===== src/rtl/rca_lsq_adapter_pkg.sv =====
// Shared configuration for the OU-to-core-LSQ adapter.
// It holds the datapath width, the adapter sizing defaults, the load/store
// fn3 size codes, and the request record that the request FIFO stores.
package rca_lsq_adapter_pkg;

  localparam int XLEN                  = 32;
  localparam int LSQ_ADAPTER_DEPTH     = 4;
  localparam int LSQ_ADAPTER_MAX_LOADS = 2;

  // Access size/sign codes carried in fn3.
  localparam logic [2:0] LS_B_FN3  = 3'b000;
  localparam logic [2:0] LS_H_FN3  = 3'b001;
  localparam logic [2:0] LS_W_FN3  = 3'b010;
  localparam logic [2:0] LS_BU_FN3 = 3'b100;
  localparam logic [2:0] LS_HU_FN3 = 3'b101;

  typedef struct packed {
    logic [XLEN-1:0] addr;
    logic [XLEN-1:0] data;
    logic [2:0]      fn3;
    logic            load;
    logic            store;
  } rca_lsq_req_t;

endpackage


===== src/rtl/rca_lsq_adapter_if.sv =====
// Request/return bus between the adapter and the core load-store queue.
//   master : the adapter side. It offers the head request (core_*,
//            core_req_valid) and receives core_req_ready plus the load returns.
//   slave  : the core LSQ side.
interface rca_lsq_adapter_if;
  import rca_lsq_adapter_pkg::*;

  logic [XLEN-1:0] core_addr;
  logic [XLEN-1:0] core_data;
  logic [2:0]      core_fn3;
  logic            core_load;
  logic            core_store;
  logic            core_req_valid;
  logic            core_req_ready;
  logic [XLEN-1:0] core_load_data;
  logic            core_load_valid;

  modport master (
    output core_addr, core_data, core_fn3, core_load, core_store, core_req_valid,
    input  core_req_ready, core_load_data, core_load_valid
  );

  modport slave (
    input  core_addr, core_data, core_fn3, core_load, core_store, core_req_valid,
    output core_req_ready, core_load_data, core_load_valid
  );

endinterface


===== src/rtl/rca_lsq_req_fifo.sv =====
// In-order request FIFO of rca_lsq_req_t entries.
// Ports:
//   clk, rst : clock and synchronous active-low reset.
//   push     : write push_req at the tail. It is ignored while full.
//   pop      : retire the head entry. It is ignored while empty.
//   head_req : the entry currently at the head (registered storage).
//   full, empty, count : occupancy, all derived from registered state.
// DEPTH must be a power of two so that the pointers wrap naturally.
module rca_lsq_req_fifo
  import rca_lsq_adapter_pkg::*;
#(
  parameter int  DEPTH = 4,
  localparam int PW    = $clog2(DEPTH),
  localparam int CW    = PW + 1
) (
  input  logic         clk,
  input  logic         rst,
  input  logic         push,
  input  logic         pop,
  input  rca_lsq_req_t push_req,
  output rca_lsq_req_t head_req,
  output logic         full,
  output logic         empty,
  output logic [CW-1:0] count
);

  localparam logic [CW-1:0] DEPTH_CNT = CW'(DEPTH);

  rca_lsq_req_t  mem_r [DEPTH];
  logic [PW-1:0] head_r;
  logic [PW-1:0] tail_r;
  logic [CW-1:0] count_r;
  logic          push_ok_s;
  logic          pop_ok_s;

  assign full     = (count_r == DEPTH_CNT);
  assign empty    = (count_r == {CW{1'b0}});
  assign count    = count_r;
  assign head_req = mem_r[head_r];

  // Internal guards, so a caller slip can never corrupt the pointers.
  always_comb begin
    push_ok_s = push && !full;
    pop_ok_s  = pop && !empty;
  end

  // Storage, pointer and occupancy registers.
  always_ff @(posedge clk) begin
    if (!rst) begin
      mem_r   <= '{default: '0};
      head_r  <= '0;
      tail_r  <= '0;
      count_r <= '0;
    end else begin
      if (push_ok_s) begin
        mem_r[tail_r] <= push_req;
        tail_r        <= tail_r + 1'b1;
      end
      if (pop_ok_s) begin
        head_r <= head_r + 1'b1;
      end
      case ({push_ok_s, pop_ok_s})
        2'b10:   count_r <= count_r + 1'b1;
        2'b01:   count_r <= count_r - 1'b1;
        default: count_r <= count_r;
      endcase
    end
  end

endmodule


===== src/rtl/rca_lsq_adapter.sv =====
// Adapter between the reconfigurable load/store OUs and the core LSQ.
// It queues OU requests in order and offers the head request to the core LSQ.
// It limits the number of loads in flight to MAX_LOADS, and it returns load
// data to the OU as a registered single-cycle completion pulse.
// Ports:
//   clk, rst            : clock and synchronous active-low reset.
//   addr/data/fn3/load/store/new_request : OU request side.
//   lsq_full            : back-pressure to the OU (FIFO full).
//   load_data/load_complete : registered load return to the OU.
//   bus                 : core LSQ request/return interface (master side).
//   err_malformed       : sticky, a request had load == store.
//   err_unexpected_load : sticky, a return arrived with nothing outstanding.
module rca_lsq_adapter
  import rca_lsq_adapter_pkg::*;
#(
  parameter int  DEPTH     = LSQ_ADAPTER_DEPTH,
  parameter int  MAX_LOADS = LSQ_ADAPTER_MAX_LOADS,
  localparam int CW        = $clog2(DEPTH) + 1,
  localparam int OW        = $clog2(MAX_LOADS + 1)
) (
  input  logic                clk,
  input  logic                rst,
  input  logic [XLEN-1:0]     addr,
  input  logic [XLEN-1:0]     data,
  input  logic [2:0]          fn3,
  input  logic                load,
  input  logic                store,
  input  logic                new_request,
  output logic                lsq_full,
  output logic [XLEN-1:0]     load_data,
  output logic                load_complete,
  rca_lsq_adapter_if.master   bus,
  output logic                err_malformed,
  output logic                err_unexpected_load
);

  localparam logic [CW-1:0] DEPTH_CNT = CW'(DEPTH);
  localparam logic [OW-1:0] MAX_OUT   = OW'(MAX_LOADS);

  rca_lsq_req_t  push_req_s;
  rca_lsq_req_t  head_req_s;
  logic          fifo_full_s;
  logic          fifo_empty_s;
  logic [CW-1:0] fifo_count_s;
  logic          accept_s;
  logic          push_s;
  logic          malformed_s;
  logic          core_valid_s;
  logic          pop_s;
  logic          load_issue_s;
  logic          unexpected_s;
  logic [OW-1:0] outstanding_r;
  logic [OW-1:0] out_next_s;
  logic [XLEN-1:0] load_data_r;
  logic          load_complete_r;
  logic          err_malformed_r;
  logic          err_unexpected_r;

  rca_lsq_req_fifo #(.DEPTH(DEPTH)) u_req_fifo (
    .clk      (clk),
    .rst      (rst),
    .push     (push_s),
    .pop      (pop_s),
    .push_req (push_req_s),
    .head_req (head_req_s),
    .full     (fifo_full_s),
    .empty    (fifo_empty_s),
    .count    (fifo_count_s)
  );

  assign push_req_s = '{addr: addr, data: data, fn3: fn3, load: load, store: store};

  // Request acceptance, head offer and in-flight load accounting.
  always_comb begin
    accept_s     = new_request && !fifo_full_s;
    push_s       = accept_s && (load ^ store);
    malformed_s  = accept_s && (load == store);
    // A head load held back by the throttle also stalls everything behind it.
    core_valid_s = !fifo_empty_s && !(head_req_s.load && (outstanding_r == MAX_OUT));
    pop_s        = core_valid_s && bus.core_req_ready;
    load_issue_s = pop_s && head_req_s.load;
    unexpected_s = bus.core_load_valid && !load_issue_s && (outstanding_r == {OW{1'b0}});
    case ({load_issue_s, bus.core_load_valid})
      2'b10: out_next_s = outstanding_r + 1'b1;
      2'b01: begin
        if (outstanding_r != {OW{1'b0}}) begin
          out_next_s = outstanding_r - 1'b1;
        end else begin
          out_next_s = outstanding_r;
        end
      end
      default: out_next_s = outstanding_r;
    endcase
  end

  // Outstanding counter, load return register and sticky error flags.
  always_ff @(posedge clk) begin
    if (!rst) begin
      outstanding_r    <= '0;
      load_data_r      <= '0;
      load_complete_r  <= 1'b0;
      err_malformed_r  <= 1'b0;
      err_unexpected_r <= 1'b0;
    end else begin
      outstanding_r   <= out_next_s;
      // A return that matches no issued load is flagged, not forwarded.
      load_complete_r <= bus.core_load_valid && !unexpected_s;
      if (bus.core_load_valid && !unexpected_s) begin
        load_data_r <= bus.core_load_data;
      end
      if (malformed_s) begin
        err_malformed_r <= 1'b1;
      end
      if (unexpected_s) begin
        err_unexpected_r <= 1'b1;
      end
    end
  end

  assign lsq_full            = (fifo_count_s == DEPTH_CNT);
  assign load_data           = load_data_r;
  assign load_complete       = load_complete_r;
  assign err_malformed       = err_malformed_r;
  assign err_unexpected_load = err_unexpected_r;

  assign bus.core_addr      = head_req_s.addr;
  assign bus.core_data      = head_req_s.data;
  assign bus.core_fn3       = head_req_s.fn3;
  assign bus.core_load      = head_req_s.load;
  assign bus.core_store     = head_req_s.store;
  assign bus.core_req_valid = core_valid_s;

endmodule


===== src/flat_wrapper.sv =====
// flat-port wrapper written by rule: the top's interface ports become plain ports
module rca_lsq_adapter_flat import rca_lsq_adapter_pkg::*;
#(
  parameter int  DEPTH     = LSQ_ADAPTER_DEPTH,
  parameter int  MAX_LOADS = LSQ_ADAPTER_MAX_LOADS,
  localparam int CW        = $clog2(DEPTH) + 1,
  localparam int OW        = $clog2(MAX_LOADS + 1)
)
  (clk, rst, addr, data, fn3, load, store, new_request, lsq_full, load_data, load_complete, err_malformed, err_unexpected_load, bus_core_addr, bus_core_data, bus_core_fn3, bus_core_load, bus_core_store, bus_core_req_valid, bus_core_req_ready, bus_core_load_data, bus_core_load_valid);
  rca_lsq_adapter_if bus_i ();
  input  logic clk;
  input  logic rst;
  input  logic [XLEN-1:0] addr;
  input  logic [XLEN-1:0] data;
  input  logic [2:0] fn3;
  input  logic load;
  input  logic store;
  input  logic new_request;
  output logic lsq_full;
  output logic [XLEN-1:0] load_data;
  output logic load_complete;
  output logic err_malformed;
  output logic err_unexpected_load;
  output wire logic [$bits(bus_i.core_addr)-1:0] bus_core_addr;
  output wire logic [$bits(bus_i.core_data)-1:0] bus_core_data;
  output wire logic [$bits(bus_i.core_fn3)-1:0] bus_core_fn3;
  output wire logic [$bits(bus_i.core_load)-1:0] bus_core_load;
  output wire logic [$bits(bus_i.core_store)-1:0] bus_core_store;
  output wire logic [$bits(bus_i.core_req_valid)-1:0] bus_core_req_valid;
  input wire logic [$bits(bus_i.core_req_ready)-1:0] bus_core_req_ready;
  input wire logic [$bits(bus_i.core_load_data)-1:0] bus_core_load_data;
  input wire logic [$bits(bus_i.core_load_valid)-1:0] bus_core_load_valid;
  assign bus_core_addr = bus_i.core_addr;
  assign bus_core_data = bus_i.core_data;
  assign bus_core_fn3 = bus_i.core_fn3;
  assign bus_core_load = bus_i.core_load;
  assign bus_core_store = bus_i.core_store;
  assign bus_core_req_valid = bus_i.core_req_valid;
  assign bus_i.core_req_ready = bus_core_req_ready;
  assign bus_i.core_load_data = bus_core_load_data;
  assign bus_i.core_load_valid = bus_core_load_valid;
  rca_lsq_adapter #(.DEPTH(DEPTH), .MAX_LOADS(MAX_LOADS)) u_core (.clk(clk), .rst(rst), .addr(addr), .data(data), .fn3(fn3), .load(load), .store(store), .new_request(new_request), .lsq_full(lsq_full), .load_data(load_data), .load_complete(load_complete), .bus(bus_i), .err_malformed(err_malformed), .err_unexpected_load(err_unexpected_load));
endmodule

===== config.mk =====
export PLATFORM = sky130hd
export DESIGN_NAME = rca_lsq_adapter_flat
export DESIGN_NICKNAME = d
export VERILOG_FILES = /design/src/rtl/rca_lsq_adapter_pkg.sv /design/src/rtl/rca_lsq_adapter_if.sv /design/src/rtl/rca_lsq_req_fifo.sv /design/src/rtl/rca_lsq_adapter.sv /design/src/flat_wrapper.sv
export SDC_FILE = /design/constraint.sdc
export NUM_CORES = 1
export LEC_CHECK = 0
export BUFFER_PORTS_ARGS = -buffer_cell sky130_fd_sc_hd__buf_4
export CAP_MARGIN = 20
export CORE_UTILIZATION = 50
export CTS_CLUSTER_SIZE = 24
export DETAILED_ROUTE_END_ITERATION = 16
export HOLD_SLACK_MARGIN = 0.15
export PLACE_DENSITY = 0.75
export SLEW_MARGIN = 20
export SYNTH_ARGS = -nofsm -noshare
export SYNTH_HDL_FRONTEND = slang
export SYNTH_SLANG_ARGS = --single-unit

===== constraint.sdc =====
create_clock -name clk -period 2.8 [get_ports clk]
set_clock_uncertainty 0.1 [all_clocks]
set_input_delay 0.42 -clock clk [delete_from_list [all_inputs] [get_ports clk]]
set_output_delay 0.42 -clock clk [all_outputs]
set_load 0.02 [all_outputs]

Yosys cells after proc, flatten, opt, wreduce, memory -nomap -nowiden
Cells that the tools add are included.
Cells by class
  add/sub/neg operators: 6
  $lt $le $gt $ge: 3
  equal/unequal tests: 8
  multiplexer cells: 9
  bitwise gates (word level): 3
  reductions and logical operators: 24
Operators with widths (number)
  276-bit bitwise mux: 1
  69-bit two-way mux: 3
  69-bit binary-select mux with 2-bit select: 1
  69-bit demux with 2-bit select: 1
  1-bit logical AND: 13
  2-bit by 1-bit adder with 2-bit output (second input constant): 3
  2-bit equality test (second input constant): 3
  3-bit greater-or-equal comparator (second input constant): 2
  2-bit NOT with 3-bit output: 2
  3-bit one-hot mux with 2 select lines: 1
  2-bit nonzero test: 3
  1-bit logical NOT: 5
  2-bit by 1-bit equality test with 1-bit output (second input constant): 2
  2-bit one-hot mux with 2 select lines: 1
  3-bit by 1-bit adder with 3-bit output (second input constant): 1
  3-bit equality test (second input constant): 1
  3-bit logical NOT: 1
  3-bit by 1-bit < comparator with 1-bit output (second input constant): 1
  3-bit by 1-bit subtractor with 3-bit output (second input constant): 1
  2-bit logical NOT: 1
  2-bit two-way mux: 1
  2-bit by 1-bit inequality test with 1-bit output (second input constant): 1
  2-bit AND reduction: 1
  2-bit by 1-bit subtractor with 2-bit output (second input constant): 1
  other kinds (2): 2
Word-level totals
  flip-flop bits (word level): 320
  input port bits: 106
  logic and storage cells: 81

Logic depth before layout (Yosys ltp)
  depth after elaboration: 14
  depth in mapped cells: 9
  gate-level depth less buffers: 8

Cells and area by module
From an unflattened synthesis, not the netlist that was laid out.
Second synthesis, totals
  cell total of the unflattened synthesis: 1274
  area, all modules: 13670.6 µm²
By module, submodules not included
  rca_lsq_req_fifo: instances 1, cells each 1103, area an instance 12074.1 µm²
  rca_lsq_adapter: instances 1, cells each 171, area an instance 1596.5 µm²

Worst setup path after synthesis
OpenSTA, ideal clock, no wires.
  path type: register to register
  start point: register u_core.u_req_fifo.head_r[0]
  end point: register u_core.u_req_fifo.count_r[2], in the netlist u_core.u_req_fifo.count[2]
  setup time: 0.070 ns
  data arrival time: 2.580 ns
  data required time: 2.630 ns
  path slack: 0.049 ns
  cell stages (with the launch flop): 10
  path buffers: 1
  cell sequence: dfxtp_1 > buf_6 > mux4_2 > a21oi_1 > ha_1 > inv_1 > fa_1 > xor2_1 > or3_1 > a21oi_1
Between the ends
  longest elaborated chain between the ends: 11
  elaborated cells between the ends (all ways): 13
  classes of those cells: eq/ne (2); mux (4); bitwise (1); reduce/logical (6)
Ends and longest elaborated chain
  start: declaration: line rca_lsq_req_fifo.sv:30  | logic [PW-1:0] head_r;
  start signal: assignment: line rca_lsq_req_fifo.sv:60  | head_r <= head_r + 1'b1;
  2-bit NOT with 3-bit output (implied by the code) *: line rca_lsq_req_fifo.sv:39  | assign head_req = mem_r[head_r];
  69-bit binary-select mux with 2-bit select *: line rca_lsq_req_fifo.sv:39
  69-bit two-way mux (implied by the code) * (2 in series): line rca_lsq_req_fifo.sv:39
  via bus_core_load: line flat_wrapper.sv:27  | output wire logic [$bits(bus_i.core_load)-1:0] bus_core_load;
  1-bit logical AND *: line rca_lsq_adapter.sv:79  | core_valid_s = !fifo_empty_s && !(head_req_s.load && (outstanding_r == MAX_OUT));
  1-bit logical NOT *: line rca_lsq_adapter.sv:79
  1-bit logical AND *: line rca_lsq_adapter.sv:79
  1-bit logical AND *: line rca_lsq_adapter.sv:80  | pop_s = core_valid_s && bus.core_req_ready;
  1-bit logical AND *: line rca_lsq_req_fifo.sv:44  | pop_ok_s = pop && !empty;
  via u_core.u_req_fifo.pop_ok_s: line rca_lsq_req_fifo.sv:34  | logic pop_ok_s;
  2-bit by 1-bit equality test with 1-bit output / 2-bit equality test (equally long branches): line rca_lsq_req_fifo.sv:62  | case ({push_ok_s, pop_ok_s})
  3-bit one-hot mux with 2 select lines / 2-bit nonzero test (equally long branches)
  end signal: assignment: line rca_lsq_req_fifo.sv:63  | 2'b10: count_r <= count_r + 1'b1;
  end signal: assignment: line rca_lsq_req_fifo.sv:64  | 2'b01: count_r <= count_r - 1'b1;
  end signal: assignment: line rca_lsq_req_fifo.sv:65  | default: count_r <= count_r;
  end: declaration: line rca_lsq_req_fifo.sv:32  | logic [CW-1:0] count_r;
Mark *: on every way through the listed nets, which the timed path passes. The rest lies on a longest branch. The select of a mux whose other input is x is not followed.
A chain may end at the register's enable or synchronous reset.

Worst setup path in the final report
  start point: register u_core.u_req_fifo.head_r[1]
  end point: output bus_core_addr[18]
Between the ends
  longest elaborated chain between the ends: 4
Ends and longest elaborated chain
  2-bit NOT with 3-bit output (implied by the code): line rca_lsq_req_fifo.sv:39
  69-bit binary-select mux with 2-bit select: line rca_lsq_req_fifo.sv:39
  69-bit two-way mux (implied by the code) (2 in series): line rca_lsq_req_fifo.sv:39
  end: declaration: line flat_wrapper.sv:24  | output wire logic [$bits(bus_i.core_addr)-1:0] bus_core_addr;
Every way passes these cells. The select of a mux whose other input is x is not followed.

==> impl_summary.log <==
[metrics] status: complete, no violations
[metrics] drc violations: 0
[metrics] clock sink count: 320
[metrics] die outline height: 164 um
[metrics] Min-Delay Path Class: input port to register
[metrics] setup slack on the worst flop-to-flop path: 0.14 ns
[metrics] commonest non-fill, non-tap cell in the layout: nand2_1
[metrics] final antenna-violating net count: 0
[metrics] final layout net count: 1,866
[metrics] start-to-end type of the worst setup path: register to primary output
[metrics] average detailed-routed wire length per instance: 16.7 um
[metrics] CTS clock-pin slew for the worst setup and hold paths: 0.05 ns
[metrics] number of antenna violations at the first check in global routing: 0
[metrics] vias per cell: 5.43
[metrics] data required time at the worst endpoint: 2.28 ns
[metrics] Gate Count Post-Synth: 1,499
[metrics] source-to-sink clock delay at the later pin of the worst-skew pair: 0.50 ns
[metrics] number of max-cap violations: 0
[metrics] top-area cell type share of the netlist area: 48.9%
[metrics] CP Data Arrival Time: 2.17 ns
[metrics] first-iteration detailed-routing DRC count: 854
[metrics] fraction of the yosys area taken by sequential cells: 48.9%
[metrics] Worst Reg2Reg Path Length in Cells: 8
[metrics] critical path endpoint: bus_core_addr[18]
[metrics] max_slew headroom: 60.8%
[metrics] Power per Cell Area: 671 nW/um2
[metrics] Post-Synthesis Mean Instance Area: 8.75 um2
[metrics] antenna diode count: 0
[metrics] Leak Pwr: 6.43 nW
[metrics] capture instance of the worst register-to-register path: u_core.u_req_fifo.count[2]
[metrics] Die Area: 26,900 um2
[metrics] first-pass GRT wire length: 56,200 um
[metrics] largest fanout on the critical path: 70
[metrics] leading post-synthesis cells by cell area: dfxtp_1 (49%), nand2_1 (18%), mux4_2 (12%)
[metrics] setup TNS after final layout: 0 ns
[metrics] relative area change from synthesis to final layout: 29.1%
[metrics] area used by multi-input combinational logic: 6030 um2
[metrics] Mapped Nets: 1,611
[metrics] post-DP HPWL: 20,300 um
[metrics] gr usage total: 26.3%
[metrics] Min Clock Period, post-route: 2.69 ns
[metrics] final estimated routing congestion in global placement: 0.801
[metrics] measured slew at the worst slew-check pin: 0.588 ns
[metrics] Synth area leader: dfxtp_1
[metrics] capturing element type of the critical path: primary output
[metrics] count of port buffers added during placement: 211
[metrics] number of vias in the routed layout: 11,400
[metrics] number of ports placed on the die boundary: 212
[metrics] Final Setup Violations: 0
[metrics] fraction of layout cells with a size suffix above 1: 20.9%
[metrics] maximum clock frequency: 371 MHz
[metrics] Yosys warning count: 0
[metrics] netlist area before placement: 13,100 um2
[metrics] GRT Residual Overflow: 0
[metrics] maximum number of pins on one net before global-route repair: 86
[metrics] commonest cells after routing, fill and taps aside: nand2_1 (615), dfxtp_1 (318), a21oi_1 (281), buf_4 (228), dlygate4sd3_1 (101)
[metrics] Die X: 164 um
[metrics] worst setup path start: u_core.u_req_fifo.head_r[1]
[metrics] initial cell density of the core: 51.5%
[metrics] nature of the critical path startpoint: register
[metrics] maximum clock path buffer count: 3
[metrics] post-synthesis cell type count: 36
[metrics] sequential cell area in the final layout: 6410 um2
[metrics] area of the core region: 25,500 um2
[metrics] Worst VDD drop: 0.540 mV
[metrics] total count of max-transition violations in the final report: 0
[metrics] Worst R2R Start: u_core.u_req_fifo.head_r[0]
[metrics] number of H-tree levels: 2
[metrics] Cell Rows: 58
[metrics] setup repair after global routing missed its margin: no
[metrics] TritonCTS clock tree: built
[metrics] Overall Power: 11.4 mW
[metrics] cell chosen for the clock root: clkbuf_16
[metrics] total length of routed wires: 35,300 um
[metrics] fin crit share: 96.2%
[metrics] number of synthesized register bits: 320
[metrics] fill count: 2,029
[metrics] number of buffers created by CTS: 34
[metrics] number of hold-slack violations in the final timing report: 0
[metrics] Resize count post-CTS: 0
[metrics] via count of the first global-routing pass: 11,400
[metrics] TritonRoute pass-1 iters: 5
==> synthesized netlist by cell type <==
| master | count |
|---|---|
| nand2_1 | 615 |
| dfxtp_1 | 320 |
| a21oi_1 | 281 |
| mux4_2 | 69 |
| clkbuf_1 | 49 |
| buf_2 | 46 |
| mux2i_1 | 35 |
| buf_4 | 12 |
| nor2_1 | 10 |
| buf_6 | 8 |
| inv_1 | 6 |
| ha_1 | 5 |
| and4_1 | 4 |
| nand2b_1 | 4 |
| buf_1 | 3 |
| buf_12 | 3 |
| nand4_1 | 3 |
| or3_1 | 3 |
| xnor2_1 | 3 |
| nor2b_1 | 2 |
| o21ai_0 | 2 |
| xor2_1 | 2 |
| a211oi_1 | 1 |
| a21bo_1 | 1 |
| a221oi_1 | 1 |
| a31oi_1 | 1 |
| fa_1 | 1 |
| inv_2 | 1 |
| nand2b_4 | 1 |
| nand3_1 | 1 |
| nand4_2 | 1 |
| nor3_1 | 1 |
| o21ba_2 | 1 |
| o31ai_1 | 1 |
| or3b_1 | 1 |
| xor2_2 | 1 |
==> sequential cells by signal (all words and copies together), names as in the netlist <==
register / count
u_core.err_malformed: 1
u_core.load_complete: 1
u_core.outstanding_r: 2
u_core.u_req_fifo.count: 3
u_core.u_req_fifo.head_r: 2
u_core.load_data: 32
u_core.err_unexpected_load: 1
u_core.u_req_fifo.tail_r: 2
u_core.u_req_fifo.mem_r: 276
==> metrics by stage <==
| step | instance area (um2) | instances | util, % | hold slack, ns | worst slack, ns |
|---|---|---|---|---|---|
| after detailed placement | 14800 | 1947 | 58.2 | 0.343 | 0.163 |
| final | 16900 | 2108 | 66.5 | 0.224 | 0.107 |
| after floorplan | 13100 | 1499 | - | 0.333 | 0.0495 |
| after global placement | 14800 | 1947 | 58.2 | 0.338 | 0.216 |
| after CTS | 16900 | 2108 | 66.5 | 0.203 | 0.0757 |
| after global routing | 16900 | 2108 | 66.5 | 0.222 | 0.0119 |
==> final cells by class <==
type / instances / share of cell area, %
Clock inverter: 8 / 0.251
Tap cell: 330 / 2.44
Sequential cell: 320 / 37.9
Clock buffer: 52 / 6.22
Timing Repair Buffer: 340 / 17.4
Multi-Input combinational cell: 1051 / 35.6
Inverter: 7 / 0.200
==> worst min path at each step <==
stage               depth (start not counted)                    startpoint                           end  slack [ns]
floorplan                                   2  u_core.u_req_fifo.mem_r[105]  u_core.u_req_fifo.mem_r[105]        0.33
global placement                            2  u_core.u_req_fifo.mem_r[124]  u_core.u_req_fifo.mem_r[124]        0.34
detailed placement                          2  u_core.u_req_fifo.mem_r[149]  u_core.u_req_fifo.mem_r[149]        0.34
CTS                                         4                   new_request          u_core.err_malformed        0.20
global route                                4                   new_request          u_core.err_malformed        0.22
finish                                      4                   new_request          u_core.err_malformed        0.22
==> power by group <==
part           total (mW)  internal [mW]  switching (mW)
combinational        2.14          0.944            1.19
sequential           4.84           4.74           0.107
clock                4.37           2.59            1.78
total                11.4           8.27            3.08
==> critical path, cell delays in order (launching register included) <==
cell and delay [ns]:
dfxtp_4 0.36, buf_12 0.46, mux4_2 0.61, buf_4 0.18
==> routing by layer <==
| layer | global-route usage [%] | vias to the layer above | share of wire (%) |
|---|---|---|---|
| li1 | - | 5507 | - |
| met1 | 31.4 | 5436 | 40 |
| met2 | 46.1 | 440 | 50 |
| met3 | 6.52 | 56 | 8.4 |
| met4 | 8.25 | 0 | 1.9 |
| met5 | 0 | - | 0 |
==> cell families after synthesis <==
kind of cell / count (synthesis) / share of synthesized area [%]
AO/OA/AOI/OAI: 289 / 11.2
XOR/XNOR: 6 / 0.458
adder cells (fa/ha/maj): 6 / 0.630
AND/OR/NAND/NOR: 646 / 19.1
flip-flops: 320 / 48.9
multiplexers: 104 / 14.5
buffers and inverters: 128 / 5.28
==> timing repair <==
action / CTS / global route
hold buffers: 101 / 0
setup buffers: 0 / 0
endpoints found under the hold margin: 308 / 0
(Power assumes the default switching activity.)
